--- config.mk ---
export PLATFORM = sky130hd
export DESIGN_NAME = battleship_turn_ctrl
export DESIGN_NICKNAME = d
export VERILOG_FILES = /design/src/rtl/battleship_turn_ctrl.sv
export SDC_FILE = /design/constraint.sdc
export NUM_CORES = 1
export LEC_CHECK = 0
export ABC_AREA = 1
export BUFFER_PORTS_ARGS = -buffer_cell sky130_fd_sc_hd__buf_4
export CAP_MARGIN = 20
export CORE_ASPECT_RATIO = 0.9
export CORE_UTILIZATION = 49
export CTS_BUF_LIST = sky130_fd_sc_hd__clkbuf_4
export DETAILED_ROUTE_END_ITERATION = 7
export PLACE_DENSITY = 0.75
export RECOVER_POWER = 50
export SLEW_MARGIN = 15
export SYNTH_ARGS = -nofsm -noshare
export SYNTH_HDL_FRONTEND = slang
export SYNTH_SLANG_ARGS = --single-unit
--- constraint.sdc ---
create_clock -name clk -period 2.2 [get_ports clk]
set_input_delay 0.11 -clock clk [delete_from_list [all_inputs] [get_ports clk]]
set_output_delay 0.11 -clock clk [all_outputs]
set_load 0.02 [all_outputs]
--- src/rtl/battleship_turn_ctrl.sv ---
// Two-player battleship turn sequencer: aim, shot scoring, result hold and win detection.
// Optional macro TURN_TIMEOUT_EN forfeits an aim turn (as a miss) after AIM_TIMEOUT idle cycles.
module battleship_turn_ctrl #(
    parameter int GRID_CELLS    = 36,
    parameter int SHIP_CELLS    = 10,
    parameter int RESULT_CYCLES = 50_000_000,
    parameter int AIM_TIMEOUT   = 500_000_000
) (
    input  logic                  clk,
    input  logic                  rst_n,
    input  logic                  start_btn,
    input  logic                  fire,
    input  logic [5:0]            target,
    input  logic [GRID_CELLS-1:0] p1_board,
    input  logic [GRID_CELLS-1:0] p2_board,
    output logic                  start,
    output logic                  p1fire,
    output logic                  p2fire,
    output logic                  p1hit,
    output logic                  p1miss,
    output logic                  p2hit,
    output logic                  p2miss,
    output logic                  p1wins,
    output logic                  p2wins
);

    // state       | meaning
    // S_IDLE      | waiting for start_btn, start=1
    // S_P1_AIM    | player 1 choosing a target on player 2's board
    // S_P1_RESULT | player 1's shot result shown for RESULT_CYCLES
    // S_P2_AIM    | player 2 choosing a target on player 1's board
    // S_P2_RESULT | player 2's shot result shown for RESULT_CYCLES
    // S_P1_WIN    | game over, player 1 won (sticky until start_btn)
    // S_P2_WIN    | game over, player 2 won (sticky until start_btn)
    typedef enum logic [2:0] {
        S_IDLE,
        S_P1_AIM,
        S_P1_RESULT,
        S_P2_AIM,
        S_P2_RESULT,
        S_P1_WIN,
        S_P2_WIN
    } state_t;

    localparam int CW = $clog2(SHIP_CELLS + 1);
    localparam int RW = (RESULT_CYCLES > 1) ? $clog2(RESULT_CYCLES) : 1;
    localparam logic [CW-1:0]         SHIP_MAX = CW'(SHIP_CELLS);
    localparam logic [RW-1:0]         RES_LOAD = RW'(RESULT_CYCLES - 1);
    localparam logic [GRID_CELLS-1:0] CELL_ONE = GRID_CELLS'(1);

    // target is 6 bits wide, so the board cannot exceed 64 cells
    if (GRID_CELLS < 1 || GRID_CELLS > 64 || SHIP_CELLS < 1 ||
        RESULT_CYCLES < 1 || AIM_TIMEOUT < 1) begin : g_bad_params
        $error("battleship_turn_ctrl: illegal parameter value");
    end

    state_t                state_q, state_d;
    logic [GRID_CELLS-1:0] p1_board_q, p1_board_d;
    logic [GRID_CELLS-1:0] p2_board_q, p2_board_d;
    logic [GRID_CELLS-1:0] p1_mask_q, p1_mask_d;
    logic [GRID_CELLS-1:0] p2_mask_q, p2_mask_d;
    logic [CW-1:0]         p1_cnt_q, p1_cnt_d;
    logic [CW-1:0]         p2_cnt_q, p2_cnt_d;
    logic [RW-1:0]         res_cnt_q, res_cnt_d;
    logic                  res_hit_q, res_hit_d;

    logic start_q, start_d;
    logic p1fire_q, p1fire_d;
    logic p2fire_q, p2fire_d;
    logic p1hit_q, p1hit_d;
    logic p1miss_q, p1miss_d;
    logic p2hit_q, p2hit_d;
    logic p2miss_q, p2miss_d;
    logic p1wins_q, p1wins_d;
    logic p2wins_q, p2wins_d;

`ifdef TURN_TIMEOUT_EN
    localparam int AW = (AIM_TIMEOUT > 1) ? $clog2(AIM_TIMEOUT) : 1;
    localparam logic [AW-1:0] AIM_LOAD = AW'(AIM_TIMEOUT - 1);
    logic [AW-1:0] aim_cnt_q, aim_cnt_d;
    logic          aim_expired;
`endif

    logic [GRID_CELLS-1:0] cell_sel;
    logic                  target_ok;
    logic                  p1_shot_ok, p2_shot_ok;
    logic                  p1_scores, p2_scores;

    always_comb begin
        cell_sel   = CELL_ONE << target;
        target_ok  = 32'(target) < GRID_CELLS;
        p1_shot_ok = fire && target_ok && ((p1_mask_q & cell_sel) == '0);
        p2_shot_ok = fire && target_ok && ((p2_mask_q & cell_sel) == '0);
        p1_scores  = (p2_board_q & cell_sel) != '0;
        p2_scores  = (p1_board_q & cell_sel) != '0;
    end

    always_comb begin
        state_d    = state_q;
        p1_board_d = p1_board_q;
        p2_board_d = p2_board_q;
        p1_mask_d  = p1_mask_q;
        p2_mask_d  = p2_mask_q;
        p1_cnt_d   = p1_cnt_q;
        p2_cnt_d   = p2_cnt_q;
        res_hit_d  = res_hit_q;
`ifdef TURN_TIMEOUT_EN
        aim_expired = (aim_cnt_q == '0);
`endif

        case (state_q)
            S_IDLE: begin
                if (start_btn) begin
                    p1_board_d = p1_board;
                    p2_board_d = p2_board;
                    p1_mask_d  = '0;
                    p2_mask_d  = '0;
                    p1_cnt_d   = '0;
                    p2_cnt_d   = '0;
                    state_d    = S_P1_AIM;
                end
            end
            S_P1_AIM: begin
                if (p1_shot_ok) begin
                    p1_mask_d = p1_mask_q | cell_sel;
                    res_hit_d = p1_scores;
                    if (p1_scores && p1_cnt_q != SHIP_MAX) p1_cnt_d = p1_cnt_q + 1'b1;
                    state_d = S_P1_RESULT;
                end
`ifdef TURN_TIMEOUT_EN
                else if (aim_expired) begin
                    res_hit_d = 1'b0;
                    state_d   = S_P1_RESULT;
                end
`endif
            end
            S_P1_RESULT: begin
                if (res_cnt_q == '0) state_d = (p1_cnt_q == SHIP_MAX) ? S_P1_WIN : S_P2_AIM;
            end
            S_P2_AIM: begin
                if (p2_shot_ok) begin
                    p2_mask_d = p2_mask_q | cell_sel;
                    res_hit_d = p2_scores;
                    if (p2_scores && p2_cnt_q != SHIP_MAX) p2_cnt_d = p2_cnt_q + 1'b1;
                    state_d = S_P2_RESULT;
                end
`ifdef TURN_TIMEOUT_EN
                else if (aim_expired) begin
                    res_hit_d = 1'b0;
                    state_d   = S_P2_RESULT;
                end
`endif
            end
            S_P2_RESULT: begin
                if (res_cnt_q == '0) state_d = (p2_cnt_q == SHIP_MAX) ? S_P2_WIN : S_P1_AIM;
            end
            S_P1_WIN, S_P2_WIN: begin
                if (start_btn) state_d = S_IDLE;
            end
            default: state_d = S_IDLE;
        endcase

        // Timers sit at their load value outside the state they time, so entry needs no extra logic
        res_cnt_d = RES_LOAD;
        if (state_q == S_P1_RESULT || state_q == S_P2_RESULT) begin
            res_cnt_d = (res_cnt_q != '0) ? res_cnt_q - 1'b1 : res_cnt_q;
        end
`ifdef TURN_TIMEOUT_EN
        aim_cnt_d = AIM_LOAD;
        if (state_q == S_P1_AIM || state_q == S_P2_AIM) begin
            aim_cnt_d = (aim_cnt_q != '0) ? aim_cnt_q - 1'b1 : aim_cnt_q;
        end
`endif

        start_d  = (state_d == S_IDLE);
        p1fire_d = (state_d == S_P1_AIM) || (state_d == S_P1_RESULT);
        p2fire_d = (state_d == S_P2_AIM) || (state_d == S_P2_RESULT);
        p2hit_d  = (state_d == S_P1_RESULT) && res_hit_d;
        p2miss_d = (state_d == S_P1_RESULT) && !res_hit_d;
        p1hit_d  = (state_d == S_P2_RESULT) && res_hit_d;
        p1miss_d = (state_d == S_P2_RESULT) && !res_hit_d;
        p1wins_d = (state_d == S_P1_WIN);
        p2wins_d = (state_d == S_P2_WIN);
    end

    always_ff @(posedge clk or negedge rst_n) begin
        if (!rst_n) begin
            state_q    <= S_IDLE;
            p1_board_q <= '0;
            p2_board_q <= '0;
            p1_mask_q  <= '0;
            p2_mask_q  <= '0;
            p1_cnt_q   <= '0;
            p2_cnt_q   <= '0;
            res_cnt_q  <= '0;
            res_hit_q  <= 1'b0;
            start_q    <= 1'b1;
            p1fire_q   <= 1'b0;
            p2fire_q   <= 1'b0;
            p1hit_q    <= 1'b0;
            p1miss_q   <= 1'b0;
            p2hit_q    <= 1'b0;
            p2miss_q   <= 1'b0;
            p1wins_q   <= 1'b0;
            p2wins_q   <= 1'b0;
`ifdef TURN_TIMEOUT_EN
            aim_cnt_q  <= '0;
`endif
        end else begin
            state_q    <= state_d;
            p1_board_q <= p1_board_d;
            p2_board_q <= p2_board_d;
            p1_mask_q  <= p1_mask_d;
            p2_mask_q  <= p2_mask_d;
            p1_cnt_q   <= p1_cnt_d;
            p2_cnt_q   <= p2_cnt_d;
            res_cnt_q  <= res_cnt_d;
            res_hit_q  <= res_hit_d;
            start_q    <= start_d;
            p1fire_q   <= p1fire_d;
            p2fire_q   <= p2fire_d;
            p1hit_q    <= p1hit_d;
            p1miss_q   <= p1miss_d;
            p2hit_q    <= p2hit_d;
            p2miss_q   <= p2miss_d;
            p1wins_q   <= p1wins_d;
            p2wins_q   <= p2wins_d;
`ifdef TURN_TIMEOUT_EN
            aim_cnt_q  <= aim_cnt_d;
`endif
        end
    end

    assign start  = start_q;
    assign p1fire = p1fire_q;
    assign p2fire = p2fire_q;
    assign p1hit  = p1hit_q;
    assign p1miss = p1miss_q;
    assign p2hit  = p2hit_q;
    assign p2miss = p2miss_q;
    assign p1wins = p1wins_q;
    assign p2wins = p2wins_q;

endmodule

==> results of run 1 <==
[cell usage after synthesis (8+ instances only)]
library cell / n
nand2_1: 535
nor2_1: 194
dfrtp_1: 190
inv_1: 112
a21oi_1: 83
nand3_1: 75
clkbuf_1: 27
nor3_1: 25
o21ai_0: 17
nand4_1: 15
inv_2: 9
nor2_2: 8
[what timing repair did]
action                                  4_1_cts  5_1_grt
hold buffers                                 76        0
resized for setup                             1       38
endpoints found under the hold margin       198        0
pin swaps                                     0       11
endpoints found under the setup margin        1       81
setup buffers                                 0        4
cloned                                        0        2
[cells in the final DEF, fill, tap and decap left out, types with 16 or more instances in the layout]
master,count
nor2_1,179
nor2_2,16
inv_1,109
nor3_1,25
nand3_1,71
o21ai_0,17
a21oi_1,83
buf_4,159
dlygate4sd3_1,76
nand2_1,529
clkbuf_4,18
dfrtp_1,189
[metrics by stage]
step | TNS (ns) | hold WS [ns] | power [mW] | worst slack (ns) | std cells
2_1_floorplan | 0 | -0.186 | 6.79 | 0.238 | 1349
3_3_place_gp | -0.356 | 0.188 | 7.95 | -0.0291 | 1727
3_5_place_dp | -0.0235 | 0.189 | 8.04 | -0.0235 | 1727
4_1_cts | 0 | 0.0433 | 9.99 | 0.0499 | 1835
5_1_grt | -0.286 | 0.0643 | 10.8 | -0.0783 | 1842
6_report | 0 | 0.0663 | 10.2 | 0.0680 | 1842
[worst min path at each step]
stage               slack (ns)  startpoint             to  depth (start not counted)
floorplan                -0.19       rst_n  p1_board_q[0]                          0
global placement          0.19       rst_n  p2_board_q[9]                          1
detailed placement        0.19       rst_n  p2_board_q[9]                          1
CTS                       0.04   target[5]   p1_mask_q[1]                          5
global route              0.06   target[4]   p1_mask_q[1]                          6
finish                    0.07   target[4]   p1_mask_q[1]                          6
[tightest hold or removal path, cell delays in order]
cell and delay [ns]:
buf_4 0.11, inv_2 0.06, nand2_4 0.13, nor3_2 0.09, nand2_1 0.07, a21oi_1 0.05
[layer usage]
| metal | up-vias | GRT usage | wire, um |
|---|---|---|---|
| met2 | 405 | 0.433 | 13000 |
| met3 | 54 | 0.0539 | 2040 |
| li1 | 4678 | - | - |
| met1 | 4487 | 0.428 | 13100 |
| met4 | 0 | 0.0831 | 579 |
| met5 | - | 0 | 0 |
[sequential cells by signal, indices dropped and copies added (netlist names)]
signal	flops
p1_mask_q	36
p1_cnt_q	4
p2_board_q	36
p2miss	1
res_cnt_q	26
p1fire	1
p1hit	1
state_q	3
p2fire	1
p1wins	1
p2wins	1
p1miss	1
p2_cnt_q	4
p1_board_q	36
p2hit	1
res_hit_q	1
start	1
p2_mask_q	36
[logic make-up after synthesis]
family / synth area share
adders and majority gates: 0.00646
buffers and inverters: 0.0647
AOI/OAI and AO/OA: 0.0616
DFF: 0.494
and+or+nand+nor: 0.367
xor gates and xnor gates: 0.00633
[final cells by class]
cell class / instances / area, um2 / area share
Sequential cell: 191 / 4780 / 0.385
Multi-Input combinational cell: 998 / 4400 / 0.354
Timing Repair Buffer: 248 / 2190 / 0.176
Inverter: 122 / 458 / 0.0369
Tap cell: 250 / 313 / 0.0252
Clock inverter: 14 / 144 / 0.0116
Clock buffer: 18 / 135 / 0.0109
Antenna cell: 1 / 2.50 / 0.000201
[where the power goes]
group / internal (mW) / switching (mW)
clock: 0.521 / 1.36
combinational: 1.23 / 2.27
sequential: 4.32 / 0.495
total: 6.06 / 4.13
==> flow_metrics.tcl, run 1 <==
set metrics [dict create \
    status "complete, but fails checks" \
    violations "max-capacitance violations, max-slew violations" \
    maxSlewHeadroom -0.328 \
    cp-startpoint "target[3]" \
    ant_nets 0 \
    clock_sinks 191 \
    critical_path_buf_inv_count 4 \
    initial_core_util 0.502 \
    synth-main-ff-cell "dfrtp_1" \
    endpoint_kind "register" \
    area_delta_synth_final_pct 28.3 \
    core-area_um2 19300 \
    regToRegEndpoint "p1miss" \
    finalClockSkew_ns 0.0305 \
    vias 9624 \
    path_delay_family "simple AND/OR/NAND/NOR gates" \
    yosysUniqueCellTypes 34 \
    rows 48 \
    antenna_found_initial 1 \
    hold_class "primary input to register" \
    worst_r2r_path_depth 13 \
    fmax_mhz 469 \
    critPathRequiredTime_ns 2.72 \
    postSynthAreaPerCell_um2 7.18 \
    yosys-top-cells-area "dfrtp_1, nand2_1, nor2_1, inv_1, a21oi_1" \
    clk_latency_ns 0.60 \
    layout-drive-gt1-share 0.167 \
    die_y_um 135 \
    synth-edff-count 0 \
    grt_pass1_vias 8945 \
    clockBufferDepth 2 \
    syn_area_um2 9680 \
    finalMaxSlewViolations 75 \
    ir_drop_v 0.000895 \
    fin_crit_ns 2.13 \
    cts_tree "done" \
    yosys_warnings 0 \
    n_fill_cell 1562 \
    hold_viol 0 \
    wl_per_cell_um 15.6 \
    numCtsBuffers 17 \
    viasPerCell 5.22 \
    regToRegStartpoint "res_cnt_q[16]" \
    grt_pass1_wl_um 45100 \
    synthesis.nets 1436 \
    crit_top_cell "nand2_1" \
    crit_path_end "p1_mask_q[3]" \
    p_per_area_nw_per_um2 821 \
    pin_count 91 \
    period_share 0.969 \
    drt-initial-drc-count 1021 \
    final_util 0.644 \
    path_cells "dlygate4sd3_1, buf_4, nor2_4, nand2_4, nand2_1, nand2_1, inv_1, nand2_1, nor2_1, nand2_1, nor2_2, nand3_2, nor2_4, clkbuf_16, nand2_1, a21oi_1" \
    worst_slew_pin_slew_ns 1.99 \
    worst_path_max_delay_cell "dlygate4sd3_1" \
    globalRouteOverflowTotal 0 \
    die_area_um2 20300 \
    grt_max_degree 140 \
    clock-root-buffer "clkbuf_4" \
    die_x_um 150 \
    synthArstFlopShare 1.00 \
    fin_nets 1665 \
    cp.arrival_ns 2.65 \
    rrSetupSlack_ns 0.12 \
    power_leakage_nw 6.38 \
    track_usage 0.289 \
    slowest_delay_ns 0.55 \
    synth_top_cell_by_area "dfrtp_1" \
    path_depth 16 \
    synth-seq-cells 191 \
    netlist_instances 1349 \
    gp_congestion 0.925 \
    finalSetupViolCount 0 \
    synth_top_area_share 0.491 \
    ctsHtreeMaxLevel 4 \
    firstDrtPassIters 8 \
    synth-seq-area-share 0.494 \
    placed_area_um2 11200 \
    crit_type "primary input to register" \
    drc 0 \
    stdcell_area_um2 12400 \
    clk_pin_slew_ns 0.16 \
    cp_max_fo 15 \
    critPathLaunchType "primary input" \
    dp_hpwl_um 19100 \
    cap_violations 1 \
    portBuffers 90 \
    wl_um 28700 \
]
(Power assumes the default switching activity.)
==> inputs of run 2 (changes only) <==
--- a/config.mk
+++ b/config.mk
@@ -6,13 +6,13 @@
 export NUM_CORES = 1
 export LEC_CHECK = 0
 export ABC_AREA = 1
-export BUFFER_PORTS_ARGS = -buffer_cell sky130_fd_sc_hd__buf_4
+export BUFFER_PORTS_ARGS = -buffer_cell sky130_fd_sc_hd__buf_2
 export CAP_MARGIN = 20
 export CORE_ASPECT_RATIO = 0.9
-export CORE_UTILIZATION = 49
+export CORE_UTILIZATION = 55
 export CTS_BUF_LIST = sky130_fd_sc_hd__clkbuf_4
 export DETAILED_ROUTE_END_ITERATION = 7
-export PLACE_DENSITY = 0.75
+export PLACE_DENSITY = 0.82
 export RECOVER_POWER = 50
 export SLEW_MARGIN = 15
 export SYNTH_ARGS = -nofsm -noshare
==> run 2 against run 1 <==
The flow still finishes with violations (max-capacitance violations, max-slew violations). Critical path type is now register to register. Core utilization up 6.3 points. Worst hold slack better by 0.096 ns. Non-clock buffer count down 7. First-iteration DRC count down 2.3%.
==> flow_metrics.tcl, run 2 (synthesized netlist as in run 1, its figures left out) <==
set metrics [dict create \
    hold_class "primary input to register" \
    cp_max_fo 4 \
    portBuffers 90 \
    dp_cells 1708 \
    setup-tns-final_ns 0 \
    drt-initial-drc-count 998 \
    core-area_um2 17100 \
    fmax_mhz 469 \
    fin_crit_ns 2.13 \
    grt_pass1_vias 9403 \
    clockBufferDepth 2 \
    ir_drop_v 0.000736 \
    route.met3.wl_um 2920 \
    endpoint_kind "register" \
    drc 0 \
    mostFrequentLayoutCells "nand2_1, dfrtp_1, nor2_1" \
    crit_type "register to register" \
    ant_nets 0 \
    maxSlewHeadroom -0.258 \
    rrSetupSlack_ns 0.07 \
    worst_slew_pin_slew_ns 1.89 \
    critPathRequiredTime_ns 2.73 \
    p_per_area_nw_per_um2 858 \
    placed_area_um2 10900 \
    numCtsBuffers 17 \
    finalSetupViolCount 0 \
    hold_viol 0 \
    vias 10000 \
    clk_pin_slew_ns 0.15 \
    cp.arrival_ns 2.66 \
    final_common_cell "nand2_1" \
    die_y_um 128 \
    antenna_found_initial 3 \
    n_fill_cell 1224 \
    final_util 0.707 \
    firstDrtPassIters 5 \
    dp_hpwl_um 19000 \
    die_x_um 142 \
    final_cells 1822 \
    power.total_mw 10.3 \
    die_area_um2 18100 \
    cap_violations 1 \
    layout-drive-gt1-share 0.154 \
    stdcell_area_um2 12100 \
    grt_max_degree 79 \
    power_leakage_nw 6.23 \
    finalMaxSlewViolations 69 \
    grt_pass1_wl_um 47100 \
    clock_sinks 191 \
    period_share 0.968 \
    finalClockSkew_ns 0.0177 \
    track_usage 0.339 \
    pin_count 91 \
    gp_congestion 0.957 \
    drt-met1-wl_um 12300 \
    clk_latency_ns 0.60 \
    area_delta_synth_final_pct 24.6 \
    clock-root-buffer "clkbuf_4" \
    violations "max-capacitance violations, max-slew violations" \
    cts_tree "done" \
    wl_per_cell_um 16.2 \
    initial_core_util 0.568 \
    wl_um 29600 \
    status "complete, but fails checks" \
    rows 45 \
    globalRouteOverflowTotal 0 \
    ctsHtreeMaxLevel 4 \
    top_layer "met4" \
    critPathLaunchType "register" \
    fin_nets 1658 \
    viasPerCell 5.49 \
    wl_met2_um 13200 \
]
-- run 2: area by class of cell --
type                            instances  area [um2]  area share
Tap cell                              235         294      0.0244
Clock inverter                         15         204      0.0169
Antenna cell                            3        7.51    0.000622
Sequential cell                       191        4780       0.396
Multi-Input combinational cell        998        4340       0.360
Timing Repair Buffer                  241        1850       0.154
Clock buffer                           17         128      0.0106
Inverter                              122         458      0.0380
-- run 2: worst paths after layout --
check | start | to | cells past startpoint
setup / recovery | res_cnt_q[0] | p1hit | 16
hold / removal | target[5] | p1_mask_q[32] | 6
setup reg to reg | res_cnt_q[0] | p1hit | 16
hold reg to reg | p1_board_q[15] | p1_board_q[15] | 2
max in group asynchronous | rst_n | p1_board_q[19] | 3
min in group asynchronous | rst_n | p1_mask_q[26] | 2
-- run 2: what timing repair did --
| item | CTS | global route |
|---|---|---|
| buffers inserted | 0 | 5 |
| hold buffers | 74 | 0 |
| endpoints found under the setup margin | 0 | 19 |
| endpoints found under the hold margin | 224 | 0 |
| gates resized for setup | 0 | 19 |
-- run 2: per-layer routing --
| metal | global-route usage | vias up |
|---|---|---|
| met4 | 0.156 | 0 |
| met5 | 0 | - |
| met3 | 0.0777 | 117 |
| li1 | - | 4657 |
| met2 | 0.515 | 581 |
| met1 | 0.467 | 4651 |
-- run 2: per-stage QoR --
step	worst slack, ns	hold WS, ns
after global routing	-0.0781	0.169
final	0.0695	0.162
after detailed placement	0.0171	0.166
after CTS	0.0115	0.0904
after global placement	0.0496	0.166
after floorplan	0.238	-0.186
-- run 2: report_power, final --
group          internal [mW]  switching, mW
clock                  0.829           1.32
combinational           1.10           2.28
sequential              4.32          0.498
total                   6.25           4.10
-- run 2: critical path, cell delays in order (launching register included) --
cell and delay, ns:
dfrtp_1 0.42, inv_2 0.07, ha_2 0.17, nand2_1 0.05
inv_1 0.08, nand2_2 0.08, nor2_4 0.11, nand2_1 0.09
nor2_4 0.17, nand3b_1 0.12, nand2_1 0.09, nand3_1 0.09
nand2_2 0.09, nand2_1 0.07, nor2_2 0.14, nand3_2 0.12
nor2_1 0.11
